`config.mk`:
```
export PLATFORM = sky130hd
export DESIGN_NAME = srl16_fifo
export DESIGN_NICKNAME = d
export VERILOG_FILES = /design/src/rtl/fifo_pkg.sv /design/src/rtl/srl16_fifo_srl.sv /design/src/rtl/srl16_fifo.sv
export SDC_FILE = /design/constraint.sdc
export NUM_CORES = 1
export LEC_CHECK = 0
export ABC_AREA = 1
export BUFFER_PORTS_ARGS = -buffer_cell sky130_fd_sc_hd__buf_2
export CAP_MARGIN = 20
export CORE_UTILIZATION = 55
export DETAILED_ROUTE_END_ITERATION = 8
export PLACE_DENSITY = 0.84
export SLEW_MARGIN = 20
export SYNTH_ARGS = -nofsm -noshare
export SYNTH_HDL_FRONTEND = slang
export SYNTH_SLANG_ARGS = --single-unit
```
`constraint.sdc`:
```
create_clock -name clk_i -period 30.8 [get_ports clk_i]
set_input_delay 6.16 -clock clk_i [delete_from_list [all_inputs] [get_ports clk_i]]
set_output_delay 6.16 -clock clk_i [all_outputs]
set_load 0.05 [all_outputs]
```
`src/rtl/fifo_pkg.sv`:
```
// Shared constants for the SRL16-based FIFO: SRL cell geometry and occupancy width.
package fifo_pkg;

  localparam int SRL_MAX_DEPTH = 16;
  localparam int SRL_ADDR_W    = 4;

  // Occupancy must represent 0..depth+1 (SRL entries plus the output register).
  function automatic int occ_w(input int depth);
    return $clog2(depth + 2);
  endfunction

endpackage

```
`src/rtl/srl16_fifo_srl.sv`:
```
// WIDTH_P SRL16E-equivalent cells (INIT=0, rising-edge clock) sharing CE and A3..A0.
module srl16_fifo_srl
  import fifo_pkg::*;
#(
  parameter int WIDTH_P = 8
) (
  input  logic                  clk_i,
  input  logic                  ce_i,
  input  logic [SRL_ADDR_W-1:0] addr_i,
  input  logic [WIDTH_P-1:0]    d_i,
  output logic [WIDTH_P-1:0]    q_o
);

  for (genvar b = 0; b < WIDTH_P; b++) begin : g_srl
    // No reset: contents carry no meaning while the FIFO's SRL count is zero.
    logic [SRL_MAX_DEPTH-1:0] sr;

    always_ff @(posedge clk_i) begin
      if (ce_i) sr <= {sr[SRL_MAX_DEPTH-2:0], d_i[b]};
    end

    assign q_o[b] = sr[addr_i];
  end

endmodule

```
`src/rtl/srl16_fifo.sv`:
```
// Ready/valid FIFO: DEPTH_P entries in SRL cells plus one registered output stage.
module srl16_fifo
  import fifo_pkg::*;
#(
  parameter int WIDTH_P = 8,
  parameter int DEPTH_P = 16
) (
  input  logic                          clk_i,
  input  logic                          rst_ni,
  input  logic [WIDTH_P-1:0]            data_i,
  input  logic                          valid_i,
  output logic                          ready_o,
  output logic [WIDTH_P-1:0]            data_o,
  output logic                          valid_o,
  input  logic                          ready_i,
  output logic [occ_w(SRL_MAX_DEPTH)-1:0] count_o
);

  localparam int CNT_W = occ_w(SRL_MAX_DEPTH);

  if (DEPTH_P < 2 || DEPTH_P > SRL_MAX_DEPTH) begin : g_bad_depth
    $error("srl16_fifo: DEPTH_P must be within 2..16");
  end

  logic [CNT_W-1:0]      count_q;
  logic                  valid_q;
  logic [WIDTH_P-1:0]    data_q;
  logic [WIDTH_P-1:0]    srl_q;
  logic [SRL_ADDR_W-1:0] srl_addr;
  logic                  push, load_out, srl_empty, bypass, srl_ce, srl_pop;

  assign ready_o   = (count_q < CNT_W'(DEPTH_P));
  assign push      = valid_i & ready_o;
  assign load_out  = ~valid_q | ready_i;
  assign srl_empty = (count_q == '0);
  assign bypass    = push & load_out & srl_empty;
  assign srl_ce    = push & ~bypass;
  assign srl_pop   = load_out & ~srl_empty;
  // Oldest entry lives at count_q-1; Q is read before the shift on this edge.
  assign srl_addr  = count_q[SRL_ADDR_W-1:0] - SRL_ADDR_W'(1);

  srl16_fifo_srl #(
    .WIDTH_P (WIDTH_P)
  ) u_srl (
    .clk_i  (clk_i),
    .ce_i   (srl_ce),
    .addr_i (srl_addr),
    .d_i    (data_i),
    .q_o    (srl_q)
  );

  always_ff @(posedge clk_i or negedge rst_ni) begin
    if (!rst_ni) begin
      count_q <= '0;
      valid_q <= 1'b0;
      data_q  <= '0;
    end else begin
      count_q <= count_q + CNT_W'(srl_ce) - CNT_W'(srl_pop);
      if (load_out) begin
        if (bypass) begin
          data_q  <= data_i;
          valid_q <= 1'b1;
        end else if (srl_pop) begin
          data_q  <= srl_q;
          valid_q <= 1'b1;
        end else begin
          valid_q <= 1'b0;
        end
      end
    end
  end

  assign data_o  = data_q;
  assign valid_o = valid_q;
  assign count_o = count_q + CNT_W'(valid_q);

endmodule

```
==> results of run 1 <==
-- cells by family (layout without fill, tap and decap cells) --
logic type,after synthesis,after routing,share of synthesized area [%]
AO/OA/AOI/OAI,7,7,0.554
AND/OR/NAND/NOR,326,326,21.6
XOR/XNOR,11,11,1.76
flip-flops,142,142,66.3
adder cells (fa/ha/maj),14,14,2.89
buffers and inverters,108,146,6.89
-- final timing paths --
path	startpoint	to	cells past startpoint
setup / recovery	ready_i	count_q[4]	14
min in group asynchronous	rst_ni	valid_o	1
hold reg to reg	u_srl.g_srl[0].sr[14]	u_srl.g_srl[0].sr[15]	0
max in group asynchronous	rst_ni	count_q[0]	1
hold / removal	u_srl.g_srl[0].sr[14]	u_srl.g_srl[0].sr[15]	0
setup reg to reg	count_q[0]	count_q[4]	16
-- through the flow --
| step | cell area [µm²] | worst slack (ns) | util, % | cells |
|---|---|---|---|---|
| floorplan | 6320 | 13.58 | - | 608 |
| global placement | 6540 | 22.11 | 59.3 | 754 |
| detailed placement | 6540 | 22.00 | 59.3 | 754 |
| CTS | 7090 | 22.45 | 64.3 | 786 |
| global route | 7100 | 22.32 | 64.3 | 786 |
| finish | 7100 | 22.47 | 64.3 | 786 |
-- layout by cell type (no fill, tap or decap), drive strengths merged --
cell type | Yosys | routed
edfxtp | 128 | 128
nand3 | 89 | 89
fa | 1 | 1
o21ai | 5 | 5
buf | 18 | 30
xnor2 | 1 | 1
ha | 13 | 13
inv | 84 | 82
a21oi | 2 | 2
dfrtp | 14 | 14
nor2 | 15 | 15
clkbuf | 6 | 20
clkinv | 0 | 9
clkinvlp | 0 | 5
xor2 | 10 | 10
nor3 | 2 | 2
nand2 | 220 | 220
-- worst reg2reg max path: cells and delay by family, from the launching register on --
| family | cells | cell delay [ns] |
|---|---|---|
| AO/OA/AOI/OAI | 2 | 0.27 |
| flip-flops | 1 | 0.37 |
| AND/OR/NAND/NOR | 3 | 0.40 |
| buffers and inverters | 6 | 2.14 |
| adder cells (fa/ha/maj) | 4 | 1.51 |
| XOR/XNOR | 1 | 0.14 |
-- registers in the layout, indices dropped and copies added (netlist names) --
| name | count |
|---|---|
| data_o | 8 |
| count_q | 5 |
| valid_o | 1 |
| u_srl.g_srl.sr | 128 |
-- layout make-up --
class                   count  area (µm²)
multi-input cells         358        1700
fillers                   804        3930
well taps                 140         175
inverters                  84         317
flip-flops and latches    142        4200
clock inverters            12        91.3
repair buffers             30         164
clock buffers              20         458
-- layer usage --
metal	vias up	part of all wire, %	track usage (%)	wire length, µm
met4	0	1.3	9.33	158
met1	1997	42	28.7	4980
met3	18	5.1	5.68	615
met5	-	0	0	0
li1	2021	-	-	-
met2	151	52	36.2	6230
==> run_results.csv, run 1 <==
group,metric,value,unit
clocking,cts_root_buf,"clkbuf_16",
floorplanning,rows,38,
grt,grt_pass1_wl,19800,µm
logic_synthesis,synth-edff-count,128,
worst_setup_path,criticalPathCategory,"input port to register",
worst_setup_path,rrSetupSlack,25.86,ns
grt,grt_max_degree,100,
route,vias_per_cell,5.33,
timing,finalMaxSlewViolations,0,
worst_setup_path,cpLargestDelayFamily,"adder cells",
clocking,clkTransAtPathRegs,0.06,ns
worst_setup_path,worstSetupStartpointType,"input port",
worst_setup_path,cp_cell_sequence,"buf_2 -> nor2_1 -> nor3_4 -> nor3_2 -> buf_4 -> inv_1 -> ha_1 -> inv_1 -> ha_1 -> inv_1 -> fa_1 -> o21ai_0 -> a21oi_1 -> xor2_1",
floorplanning,die_area,0.0119,mm²
worst_setup_path,crit_fanout,31,
timing,fin_tns_setup,0,ns
clocking,post_cts_buffers,0,
route,drc,0,
logic_synthesis,async_flop_share,9.86,%
route,vias,4187,
route,ant_nets,0,
worst_setup_path,cp.buffers_inverters,5,
timing,max_freq,0.120,GHz
layout,layout.nets,659,
clocking,numCtsBuffers,17,
timing,fin_crit_sh,27.0,%
clocking,cts_resized,0,
grt,track_usage,22.3,%
logic_synthesis,synthMostInstantiatedCell,"nand2_1",
route,drt_pass1_iterations,8,
floorplanning,die_w,109,µm
floorplanning,coreArea,0.0110,mm²
route,drt-wirelength-per-cell,15.2,µm
logic_synthesis,syn-mean-instance-area,10.4,µm²
timing,finClkSkew,0.00832,ns
logic_synthesis,synthTopCellsByArea,"edfxtp_1, nand2_1, nand3_1",
logic_synthesis,syn_nets,634,
floorplanning,start_util,57.3,%
logic_synthesis,synth-seq-cells,142,
place,hpwl,6930,µm
worst_setup_path,slowest_stage,"fa_1",
timing,whs,0.442,ns
place,port_buffers,26,
floorplanning,io_pins,27,
clocking,insertion_delay,0.42,ns
logic_synthesis,synth-main-ff-cell,"edfxtp_1",
status,status,"completed",
clocking,cts_tree,"built",
job,max-cap-violations,0,
grt,overflow,0,
grt,grt_pass1_vias,4201,
timing,relSlewSlack,30.4,%
floorplanning,die_y,109,µm
layout,drive_gt1_share,10.7,%
clocking,h-tree-depth,4,
hold_path,hp-class,"register to register",
logic_synthesis,synth.top_cells.by_count,"nand2_1, edfxtp_1, nand3_1, inv_1, buf_2",
clocking,cts_buffer_depth,2,
worst_setup_path,cp.required,31.10,ns
clocking,clock_sinks,142,
timing,finalSetupViolations,0,
logic_synthesis,synth_top_area_share,60.8,%
worst_setup_path,crit_path_max_incr_delay,0.39,ns
worst_setup_path,cpMostUsedCell,"inv_1",
grt,antenna_found_initial,0,
clocking,cts_hold_buffers,0,
timing,rsz0062_at_grt,"no",
worst_setup_path,cp.arrival,8.63,ns
layout,diodes,0,
logic_synthesis,yosysUniqueCellTypes,22,
timing,tightest_slew,1.04,ns
route,wirelength,12000,µm
layout,area_growth,12.3,%
logic_synthesis,synth_warnings,0,
logic_synthesis,seq_area_frac_synth,66.3,%
logic_synthesis,synth_top_area_cell,"edfxtp_1",
place,place.gp.congestion,0.822,
logic_synthesis,syn_area,0.00632,mm²
timing,min_period,8.33,ns
worst_setup_path,end_kind,"register",
timing,hold_violations,0,
route,drt_iter0_markers,407,
logic_synthesis,syn_inst,608,
Power of run 1 is not shown: default switching activity piles up to over one toggle a cycle in this logic, so the estimate is an artifact.
==> inputs of run 2 (changes only) <==
- ABC_AREA: 1 -> 0
- PLACE_DENSITY: 0.84 -> 0.85
- clock period: 30.8 -> 8.37 ns (I/O delays scaled with it)
==> run_results.csv, run 2 <==
group,metric,value,unit
status,status,"completed",
route,drt-wirelength-per-cell,21.3,µm
worst_setup_path,cp.buffers_inverters,1,
worst_setup_path,criticalPathCategory,"register to output port",
layout,final_cell_mix,"edfxtp_1, buf_2, nand2_1, clkbuf_16",
floorplanning,die_w,105,µm
logic_synthesis,synth-main-ff-cell,"edfxtp_1",
timing,finalSetupViolations,0,
logic_synthesis,synthTopCellsByArea,"edfxtp_1, dfrtp_1, mux4_2",
logic_synthesis,syn-mean-instance-area,18.4,µm²
route,wirelength,10700,µm
grt,antenna_found_initial,0,
worst_setup_path,crit_fanout,9,
logic_synthesis,synth.top_cells.by_count,"edfxtp_1, nand2_1, dfrtp_1, mux4_2",
worst_setup_path,crit_path_max_incr_delay,0.50,ns
clocking,numCtsBuffers,17,
clocking,cts_buffer_depth,2,
clocking,insertion_delay,0.53,ns
hold_path,hp-class,"register to register",
route,drt_pass1_iterations,6,
route,vias_per_cell,6.13,
layout,regMostFlops,"u_srl.g_srl.sr",
worst_setup_path,cp.required,6.70,ns
timing,fin_crit_sh,43.8,%
floorplanning,coreArea,0.0103,mm²
floorplanning,die_y,105,µm
layout,area_growth,13.9,%
grt,overflow,0,
grt,track_usage,21.1,%
logic_synthesis,synth_top_area_share,65.6,%
floorplanning,die_area,0.0111,mm²
timing,fin_tns_setup,0,ns
logic_synthesis,seq_area_frac_synth,71.6,%
place,hpwl,6570,µm
logic_synthesis,synth_top_area_cell,"edfxtp_1",
layout,drive_gt1_share,23.1,%
grt,grt_max_degree,94,
logic_synthesis,syn_nets,344,
clocking,post_cts_buffers,0,
worst_setup_path,cpLargestDelayFamily,"flip-flops",
grt,grt_use_met2,31.3,%
logic_synthesis,synthMostInstantiatedCell,"edfxtp_1",
clocking,cts_hold_buffers,0,
timing,relSlewSlack,24.2,%
grt,grt_pass1_wl,17000,µm
logic_synthesis,async_flop_share,9.86,%
worst_setup_path,cp.arrival,1.99,ns
route,ant_nets,0,
place,place.gp.congestion,0.818,
floorplanning,io_pins,27,
route,drc,0,
layout,final_common_cell,"edfxtp_1",
route,drt_iter0_markers,341,
grt,met1_usage,29.7,%
worst_setup_path,worstSetupStartpointType,"register",
layout,layout.nets,381,
clocking,clock_sinks,142,
worst_setup_path,end_kind,"output port",
layout,final_util,64.6,%
layout,diodes,0,
grt,grt_pass1_vias,3042,
worst_setup_path,cp_cell_sequence,"ha_1 -> ha_1 -> nand2_1 -> xnor2_1 -> buf_2",
place,port_buffers,26,
clocking,h-tree-depth,4,
grt,use_met3,5.55,%
logic_synthesis,syn_inst,318,
grt,grt-busiest-layer,"met2",
logic_synthesis,synth_warnings,0,
clocking,cts_tree,"built",
timing,max_freq,0.273,GHz
timing,min_period,3.67,ns
logic_synthesis,syn_area,0.00586,mm²
timing,rsz0062_at_grt,"no",
timing,hold_violations,0,
floorplanning,rows,37,
timing,finClkSkew,0.00797,ns
clocking,cts_root_buf,"clkbuf_8",
logic_synthesis,yosysUniqueCellTypes,39,
clocking,clkTransAtPathRegs,0.06,ns
route,vias,3089,
logic_synthesis,synth-seq-cells,142,
clocking,cts_resized,0,
timing,finalMaxSlewViolations,0,
floorplanning,start_util,56.7,%
layout,largest_reg_flops,128,
timing,tightest_slew,1.13,ns
job,max-cap-violations,0,
layout,fillers,683,
worst_setup_path,cpMostUsedCell,"ha_1",
worst_setup_path,slowest_stage,"dfrtp_1",
logic_synthesis,synth-edff-count,128,
==> run 2: final timing paths <==
path	slack (ns)	from	to	depth (start not counted)
setup reg to reg	4.77	count_q[0]	count_q[4]	14
hold / removal	0.44	u_srl.g_srl[4].sr[9]	u_srl.g_srl[4].sr[10]	0
hold reg to reg	0.44	u_srl.g_srl[4].sr[9]	u_srl.g_srl[4].sr[10]	0
setup / recovery	4.70	count_q[0]	count_o[4]	5
max in group asynchronous	7.05	rst_ni	data_o[4]	1
min in group asynchronous	1.05	rst_ni	count_q[3]	1
==> run 2: cell type report <==
type | instances | area [µm²] | share of cell area [%]
repair buffers | 28 | 145 | 2.18
clock buffers | 21 | 449 | 6.73
inverters | 10 | 40.0 | 0.600
multi-input cells | 156 | 1560 | 23.4
clock inverters | 11 | 110 | 1.65
well taps | 136 | 170 | 2.55
flip-flops and latches | 142 | 4190 | 62.9
==> run 2: worst register-to-register path: stages, from the launching register on <==
cell and delay [ns]:
dfrtp_1 0.50, inv_1 0.38, ha_2 0.39, and3b_2 0.26
nor2_1 0.50, ha_1 0.35, inv_1 0.06, ha_1 0.17
inv_1 0.07, fa_1 0.39, nor2_1 0.10, nor2_1 0.05
nor2_1 0.09, nor2_1 0.06, xnor2_1 0.11
==> run 2: cell families after synthesis <==
logic type / after synthesis / share of synthesized area, %
AND/OR/NAND/NOR: 59 / 4.61
multiplexers: 44 / 13.5
XOR/XNOR: 10 / 1.62
AO/OA/AOI/OAI: 29 / 3.61
buffers and inverters: 20 / 1.94
adder cells (fa/ha/maj): 14 / 3.12
flip-flops: 142 / 71.6
==> run 2: stage by stage <==
| step | hold slack [ns] | area, µm² | instances | worst slack, ns |
|---|---|---|---|---|
| final | 0.441 | 6670 | 504 | 4.70 |
| after global routing | 0.450 | 6670 | 504 | 4.52 |
| after CTS | 0.441 | 6670 | 504 | 4.67 |
| after detailed placement | 0.430 | 6110 | 472 | 4.34 |
| after global placement | 0.420 | 6110 | 472 | 4.44 |
| after floorplan | 0.417 | 5860 | 318 | 3.33 |
==> run 2: metal layers <==
layer  wire length, µm  vias to the layer above
li1                  -                     1355
met1              4660                     1563
met2              5220                      150
met3               609                       21
met4               231                        0
met5                 0                        -
Power of run 2 is left out for the same reason.
==> inputs of run 3 (changes only) <==
- PLACE_DENSITY: 0.85 -> 0.87
- clock period: 8.37 -> 3.2 ns (I/O delays scaled with it)
==> run_results.csv, run 3 (synthesized netlist as in run 2, its figures left out) <==
group,metric,value,unit
status,status,"completed",
layout,final_cell_mix,"edfxtp_1, buf_2, nand2_1, clkbuf_16, mux4_2",
route,wirelength,10800,µm
floorplanning,die_w,105,µm
job,max-cap-violations,0,
layout,final_cell_area,0.00674,mm²
worst_setup_path,cpMostUsedCell,"nor2_1",
layout,largest_reg_flops,128,
worst_setup_path,crit_path_max_incr_delay,0.45,ns
grt,grt_pass1_vias,3126,
worst_setup_path,crit_fanout,5,
layout,layout.nets,386,
grt,grt_pass1_wl,17100,µm
route,ant_nets,0,
clocking,cts_hold_buffers,0,
timing,post-route-worst-setup-slack,0.388,ns
timing,finalMaxSlewViolations,0,
clocking,clock_sinks,142,
place,place.gp.congestion,0.861,
grt,overflow,0,
floorplanning,coreArea,0.0103,mm²
layout,regMostFlops,"u_srl.g_srl.sr",
timing,hold_violations,0,
place,port_buffers,26,
clocking,cts_resized,0,
place,placed_area,0.00619,mm²
route,vias_per_cell,6.11,
layout,diodes,0,
timing,relSlewSlack,46.6,%
grt,antenna_found_initial,0,
worst_setup_path,cp_cell_sequence,"inv_1 -> ha_4 -> nand3b_1 -> o211ai_1 -> ha_1 -> inv_1 -> ha_1 -> inv_1 -> fa_1 -> nor2_1 -> nor2_1 -> nor2_1 -> nor2_1 -> xnor2_1",
timing,finalSetupViolations,0,
timing,rsz0062_at_grt,"no",
route,drt_iter0_markers,367,
worst_setup_path,cp.arrival,3.21,ns
layout,drive_gt1_share,25.2,%
layout,area_growth,15.0,%
clocking,post_cts_buffers,0,
clocking,h-tree-depth,4,
worst_setup_path,slowest_stage,"dfrtp_1",
clocking,cts_root_buf,"clkbuf_8",
clocking,cts_tree,"built",
clocking,clkTransAtPathRegs,0.07,ns
grt,grt_max_degree,129,
floorplanning,io_pins,27,
clocking,cts_buffer_depth,2,
worst_setup_path,end_kind,"register",
worst_setup_path,criticalPathCategory,"register to register",
timing,tightest_slew,0.795,ns
layout,final_common_cell,"edfxtp_1",
timing,fin_crit_sh,87.9,%
floorplanning,die_area,0.0111,mm²
grt,track_usage,21.2,%
route,drt_pass1_iterations,5,
clocking,numCtsBuffers,17,
hold_path,hp-class,"input port to asynchronous set/reset pin",
route,vias,3110,
timing,max_freq,0.356,GHz
floorplanning,die_y,105,µm
worst_setup_path,cp.required,3.59,ns
place,place_ws,0.435,ns
place,hpwl,6290,µm
worst_setup_path,worstSetupStartpointType,"register",
route,drt-wirelength-per-cell,21.2,µm
floorplanning,rows,37,
timing,finClkSkew,0.00983,ns
floorplanning,start_util,56.7,%
worst_setup_path,rrSetupSlack,0.39,ns
clocking,insertion_delay,0.51,ns
timing,min_period,2.81,ns
route,drc,0,
## run 3: cell types whose count changed in the layout (fill, tap and decap cells not counted), moves of 2 or more
cell,change
inv_8,+4
buf_4,+3
clkinv_4,-3
buf_12,+2
clkbuf_1,-2
clkbuf_8,-2
clkinv_2,+2
## run 3: per-layer routing
layer  GRT usage [%]  part of all wire [%]
met2            32.9                    50
met4            11.2                   2.3
met5               0                     0
met3            4.49                   5.3
met1            28.5                    43
## run 3: area by class of cell
cell class                 instances  area [µm²]
timing repair buffer              33         208
clock inverter                    15         134
tap                              136         170
inverter                          10        41.3
sequential                       142        4200
clock buffer                      17         414
multi-input combinational        156        1570
fill                             668        3590
## run 3: worst max-delay path, delay by kind of cell, from the launching register on
family	cells	cell delay, ns
adder cells (fa/ha/maj)	4	1.07
flip-flops	1	0.45
AND/OR/NAND/NOR	5	0.40
AO/OA/AOI/OAI	1	0.35
buffers and inverters	3	0.31
XOR/XNOR	1	0.12
## run 3: final timing paths
| path | end | startpoint | cells after the start |
|---|---|---|---|
| hold / removal | data_o[5] | rst_ni | 1 |
| hold reg to reg | u_srl.g_srl[1].sr[4] | u_srl.g_srl[1].sr[3] | 0 |
| setup reg to reg | count_q[4] | count_q[1] | 14 |
| setup / recovery | count_q[4] | count_q[1] | 14 |
| min in group clk_i | u_srl.g_srl[5].sr[0] | data_i[5] | 1 |
| max in group asynchronous | count_q[0] | rst_ni | 1 |
## run 3: stage by stage
step / utilization, % / std cells / setup TNS (ns) / hold WS [ns]
floorplan: - / 318 / -56.87 / 0.344
global placement: 59.9 / 477 / 0 / 0.420
detailed placement: 59.9 / 477 / 0 / 0.429
finish: 65.2 / 509 / 0 / 0.0399
global route: 65.2 / 509 / 0 / 0.0458
CTS: 65.2 / 509 / 0 / 0.0266
Power of run 3 is left out for the same reason.
